===== src/rtl/timer_pkg.sv =====
// Shared definitions for the timer device: FSM encoding, register offsets, CTRL bit layout.
// Optional feature macro: TIMER_AUTO_RELOAD_EN (enables CTRL.MODE and the auto-reload path).
package timer_pkg;

   localparam int unsigned DATA_W = 32;

   typedef enum logic [1:0] {
      ST_IDLE = 2'd0,
      ST_LOAD = 2'd1,
      ST_CNT  = 2'd2,
      ST_INT  = 2'd3
   } state_e;

   localparam logic [1:0] OFF_CTRL   = 2'd0;
   localparam logic [1:0] OFF_PRESET = 2'd1;
   localparam logic [1:0] OFF_COUNT  = 2'd2;

   localparam int unsigned CTRL_EN_BIT = 0;
   localparam int unsigned CTRL_IM_BIT = 3;

`ifdef TIMER_AUTO_RELOAD_EN
   localparam int unsigned CTRL_MODE_LSB = 1;
   localparam logic [1:0]  MODE_RELOAD   = 2'b01;
`endif

endpackage


===== src/rtl/timer_dev.sv =====
// Programmable 32-bit down-counting timer with CTRL/PRESET/COUNT registers and IntReq.
// Optional feature macro: TIMER_AUTO_RELOAD_EN (MODE 01 periodic reload; otherwise one-shot only).
module timer_dev
   import timer_pkg::*;
#(
   parameter logic [31:0] BASE_ADDR    = 32'h00007F00,
   parameter logic [31:0] RESET_PRESET = 32'h0
) (
   input  logic              clk,
   input  logic              reset,
   input  logic              we,
   input  logic [1:0]        addr,
   input  logic [DATA_W-1:0] din,
   output logic [DATA_W-1:0] dout,
   output logic              IntReq
);

   state_e            state_q, state_d;
   logic [DATA_W-1:0] count_q, count_d;
   logic [DATA_W-1:0] preset_q, preset_d;
   logic              en_q, en_d;
   logic              im_q, im_d;
   logic              pending_q, pending_d;
   logic              reload;
   logic              set_pend;
   logic [1:0]        off;

   // Word offset relative to the window base, so a base not aligned to 16 bytes still decodes.
   assign off = addr - BASE_ADDR[3:2];

`ifdef TIMER_AUTO_RELOAD_EN
   logic [1:0] mode_q, mode_d;
   assign reload = (mode_q == MODE_RELOAD);
`else
   assign reload = 1'b0;
`endif

   // Next-state logic: FSM and counter first, then CPU writes so a CTRL write overrides a hardware EN clear.
   always_comb begin
      state_d   = state_q;
      count_d   = count_q;
      preset_d  = preset_q;
      en_d      = en_q;
      im_d      = im_q;
      pending_d = pending_q;
      set_pend  = 1'b0;
`ifdef TIMER_AUTO_RELOAD_EN
      mode_d    = mode_q;
`endif

      case (state_q)
         ST_IDLE: begin
            if (en_q) state_d = ST_LOAD;
         end
         ST_LOAD: begin
            count_d = preset_q;
            state_d = ST_CNT;
         end
         ST_CNT: begin
            if (!en_q) begin
               state_d = ST_IDLE;
            end else if (count_q > 32'd1) begin
               count_d = count_q - 32'd1;
            end else begin
               count_d   = '0;
               pending_d = 1'b1;
               set_pend  = 1'b1;
               state_d   = ST_INT;
            end
         end
         ST_INT: begin
            if (reload) begin
               pending_d = 1'b0;
               state_d   = ST_LOAD;
            end else begin
               en_d    = 1'b0;
               state_d = ST_IDLE;
            end
         end
         default: state_d = ST_IDLE;
      endcase

      if (we) begin
         if (off == OFF_CTRL) begin
            en_d = din[CTRL_EN_BIT];
            im_d = din[CTRL_IM_BIT];
`ifdef TIMER_AUTO_RELOAD_EN
            mode_d = din[CTRL_MODE_LSB +: 2];
`endif
         end else if (off == OFF_PRESET) begin
            preset_d = din;
         end
         // A fresh expiry in the same cycle as the acknowledge is not lost.
         if (((off == OFF_CTRL) || (off == OFF_PRESET)) && !set_pend) pending_d = 1'b0;
      end
   end

   // State registers with synchronous active-low reset.
   always_ff @(posedge clk) begin
      if (!reset) begin
         state_q   <= ST_IDLE;
         count_q   <= '0;
         preset_q  <= RESET_PRESET;
         en_q      <= 1'b0;
         im_q      <= 1'b0;
         pending_q <= 1'b0;
`ifdef TIMER_AUTO_RELOAD_EN
         mode_q    <= 2'b00;
`endif
      end else begin
         state_q   <= state_d;
         count_q   <= count_d;
         preset_q  <= preset_d;
         en_q      <= en_d;
         im_q      <= im_d;
         pending_q <= pending_d;
`ifdef TIMER_AUTO_RELOAD_EN
         mode_q    <= mode_d;
`endif
      end
   end

   // Combinational read mux; reserved offset and unused CTRL bits read as zero.
   always_comb begin
      dout = '0;
      case (off)
         OFF_CTRL: begin
            dout[CTRL_EN_BIT] = en_q;
            dout[CTRL_IM_BIT] = im_q;
`ifdef TIMER_AUTO_RELOAD_EN
            dout[CTRL_MODE_LSB +: 2] = mode_q;
`endif
         end
         OFF_PRESET: dout = preset_q;
         OFF_COUNT:  dout = count_q;
         default:    dout = '0;
      endcase
   end

   assign IntReq = pending_q & im_q;

endmodule


===== config.mk =====
export PLATFORM = sky130hd
export DESIGN_NAME = timer_dev
export DESIGN_NICKNAME = d
export VERILOG_FILES = /design/src/rtl/timer_pkg.sv /design/src/rtl/timer_dev.sv
export SDC_FILE = /design/constraint.sdc
export NUM_CORES = 1
export LEC_CHECK = 0
export CORE_ASPECT_RATIO = 0.7
export CORE_MARGIN = 2
export CORE_UTILIZATION = 30
export DETAILED_ROUTE_END_ITERATION = 6
export PLACE_DENSITY_LB_ADDON = 0.3
export SYNTH_ARGS = -nofsm -noshare
export SYNTH_HDL_FRONTEND = slang
export SYNTH_SLANG_ARGS = --single-unit

===== constraint.sdc =====
create_clock -name clk -period 2.7 [get_ports clk]
set_clock_uncertainty 0.15 [all_clocks]
set_input_delay 0.405 -clock clk [delete_from_list [all_inputs] [get_ports clk]]
set_output_delay 0.405 -clock clk [all_outputs]
set_load 0.02 [all_outputs]

==> flow_summary.ini <==
[layout]
syn_to_final_growth_pct = 32.72
fin_nets = 651
layout_commonest_cell = nand2_1
n_fill_cell = 1375
drive_above_1_share_pct = 10.60
antenna_cells = 0
register_area_um2 = 1381
final_cells = 798
multi_input_area_um2 = 2484
mostFrequentLayoutCells = nand2_1 (90), dfxtp_1 (69), a21oi_1 (62)

[sta]
fin_crit_ns = 2.584
slew_headroom_pct = 68.81
fmax_mhz = 387.1
worst_pin_slew_ns = 0.4636
final_hold_viol_count = 0
period_share_pct = 95.69
final_max_slew_viol_count = 0
setup_tns_ns = 0
fin_ws_ns = 0.1165
rsz0062_at_grt = no
setup_viol = 0

[logic_synthesis]
netlist_instances = 540
synth_cell_type_count = 55
syn-cell-area_um2 = 4065
ys_seq_area_share_pct = 33.98
synth_ff_type = dfxtp_1
synth_edf_count = 0
syn_nets = 583
synth-seq-cells = 69
synthArstFlopShare_pct = 0
yosysWarnings = 0
syn_area_per_cell_um2 = 7.528

[die]
dieArea_um2 = 14510
start_util_pct = 30.84
coreArea_um2 = 13180
die_x_um = 143.1
die-height_um = 101.4
ios = 70
placementRows = 35

[worst_setup_path]
cp-start-kind = input pin
cp_top_family = buffers and inverters
critPathMaxStageDelay_ns = 0.51
worstPathRequired_ns = 2.14
worstPathCellList = clkdlybuf4s50_1 -> inv_1 -> ha_1 -> buf_12 -> a22oi_1 -> nor2b_1 -> dlygate4sd2_1
crit_buf_inv = 4
path_class = in -> out
cp_max_fo = 30
cp.arrival_ns = 2.03
end_kind = primary output
cp_slowest_cell = clkdlybuf4s50_1

[clock_tree]
htree_num_levels = 3
cts_buffer_depth = 2
numCtsBuffers = 9
insertion_delay_ns = 0.34
cts.sink_count = 69
cts_tree = yes
holdBufCountCts = 0
cts-root-buf = clkbuf_16
post_cts_buffers = 0
clk_pin_slew_ns = 0.06

[global_routing]
grt_max_degree = 42
overflow = 0
grt_pass1_vias = 4113
antenna_found_initial = 0
grtUsageTotal_pct = 19.80
grt_pass1_wl_mm = 22.24

[route]
drtAntennaViolNets = 0
vias = 4331
first_pass_iters = 6
first_iter_violations = 425
wl_mm = 13.88
vias_per_cell = 5.427
wl_per_cell_um = 17.40
drc_errors = 0

[power_and_ir_drop]
vdd_drop_max_v = 0.0003001
powerDensity_nw_per_um2 = 485.5
leakagePower_uw = 0.002125

[status]
status = completed

[job]
max-cap-violations = 0

[placed_design]
place_congestion = 0.9191
place_ws_ns = -0.2289
portBuffers = 69
place_inst = 782
dp_hpwl_mm = 10.08

[min_path]
min_path_type = reg -> reg
cells in the mapped netlist, types with 4 or more instances:
cell type | count | area (um2)
nand2_1 | 90 | 337.8
dfxtp_1 | 69 | 1381
a21oi_1 | 62 | 310.3
clkbuf_1 | 39 | 146.4
nor2b_1 | 32 | 200.2
a22oi_1 | 30 | 225.2
nor2_1 | 26 | 97.59
o21ai_0 | 24 | 120.1
mux2i_1 | 20 | 200.2
nor3_1 | 13 | 65.06
nand3_1 | 12 | 60.06
nor4_1 | 12 | 75.07
inv_1 | 10 | 37.54
o22ai_1 | 9 | 56.30
or3_1 | 7 | 43.79
buf_2 | 6 | 30.03
ha_1 | 6 | 75.07
o21a_1 | 6 | 45.04
or4_1 | 6 | 45.04
a31o_2 | 4 | 35.03
a31oi_1 | 4 | 25.02
worst paths after layout:
path	start	endpoint	slack [ns]	cells past startpoint
setup reg to reg	count_q[15]	count_q[16]	0.23	6
hold reg to reg	pending_q	pending_q	0.31	2
setup / recovery	addr[1]	dout[13]	0.12	7
hold / removal	pending_q	pending_q	0.31	2
state kept, by name, summed over array words and instances (netlist names):
| name | cells |
|---|---|
| preset_q | 32 |
| count_q | 32 |
| pending_q | 1 |
| en_q | 1 |
| state_q | 2 |
| im_q | 1 |
worst register-to-register path: cells and delay by family, from the launching register on:
family,cells,cell delay (ns)
AND/OR/NAND/NOR,3,1.04
AO/OA/AOI/OAI,2,0.53
flip-flops,1,0.36
buffers and inverters,1,0.25
kinds of logic after synthesis:
group	count (synthesis)	share of synthesized area, %
compound gates	168	26.53
buf+inv	55	5.263
flops	69	33.98
simple gates	221	27.18
fa+ha+maj	6	1.847
mux	21	5.202
power by group:
group / internal [uW] / total, uW / switching [uW]
Combinational: 161 / 334 / 173
Clock: 726 / 1220 / 491
Sequential: 1040 / 1070 / 30.1
layer usage:
| metal | wire (um) | track usage, % |
|---|---|---|
| met5 | 0 | 0 |
| met4 | 153 | 5.407 |
| met3 | 1351 | 5.532 |
| met2 | 5283 | 27.02 |
| met1 | 7092 | 30.00 |
metrics by stage:
stage	utilization, %	cell area, um2	hold slack [ns]	power [uW]
floorplan	-	4065	0.2773	1260
global placement	38.87	5124	0.2976	1419
detailed placement	38.87	5124	0.3048	1424
CTS	40.89	5390	0.3152	2641
global route	40.93	5395	0.3468	2724
finish	40.93	5395	0.3087	2619
final cells by class:
class,instances,area share [%]
Timing Repair Buffer,102,17.72
Tap cell,185,4.290
Sequential cell,69,25.60
Inverter,10,0.6957
Multi-Input combinational cell,416,46.03
Clock inverter,7,1.484
Clock buffer,9,4.174
repair_timing:
action | CTS | global route
pin swaps | 1 | 1
resized for setup | 33 | 7
endpoints found under the setup margin | 32 | 7
gates cloned | 0 | 0
(Power assumes the default switching activity.)
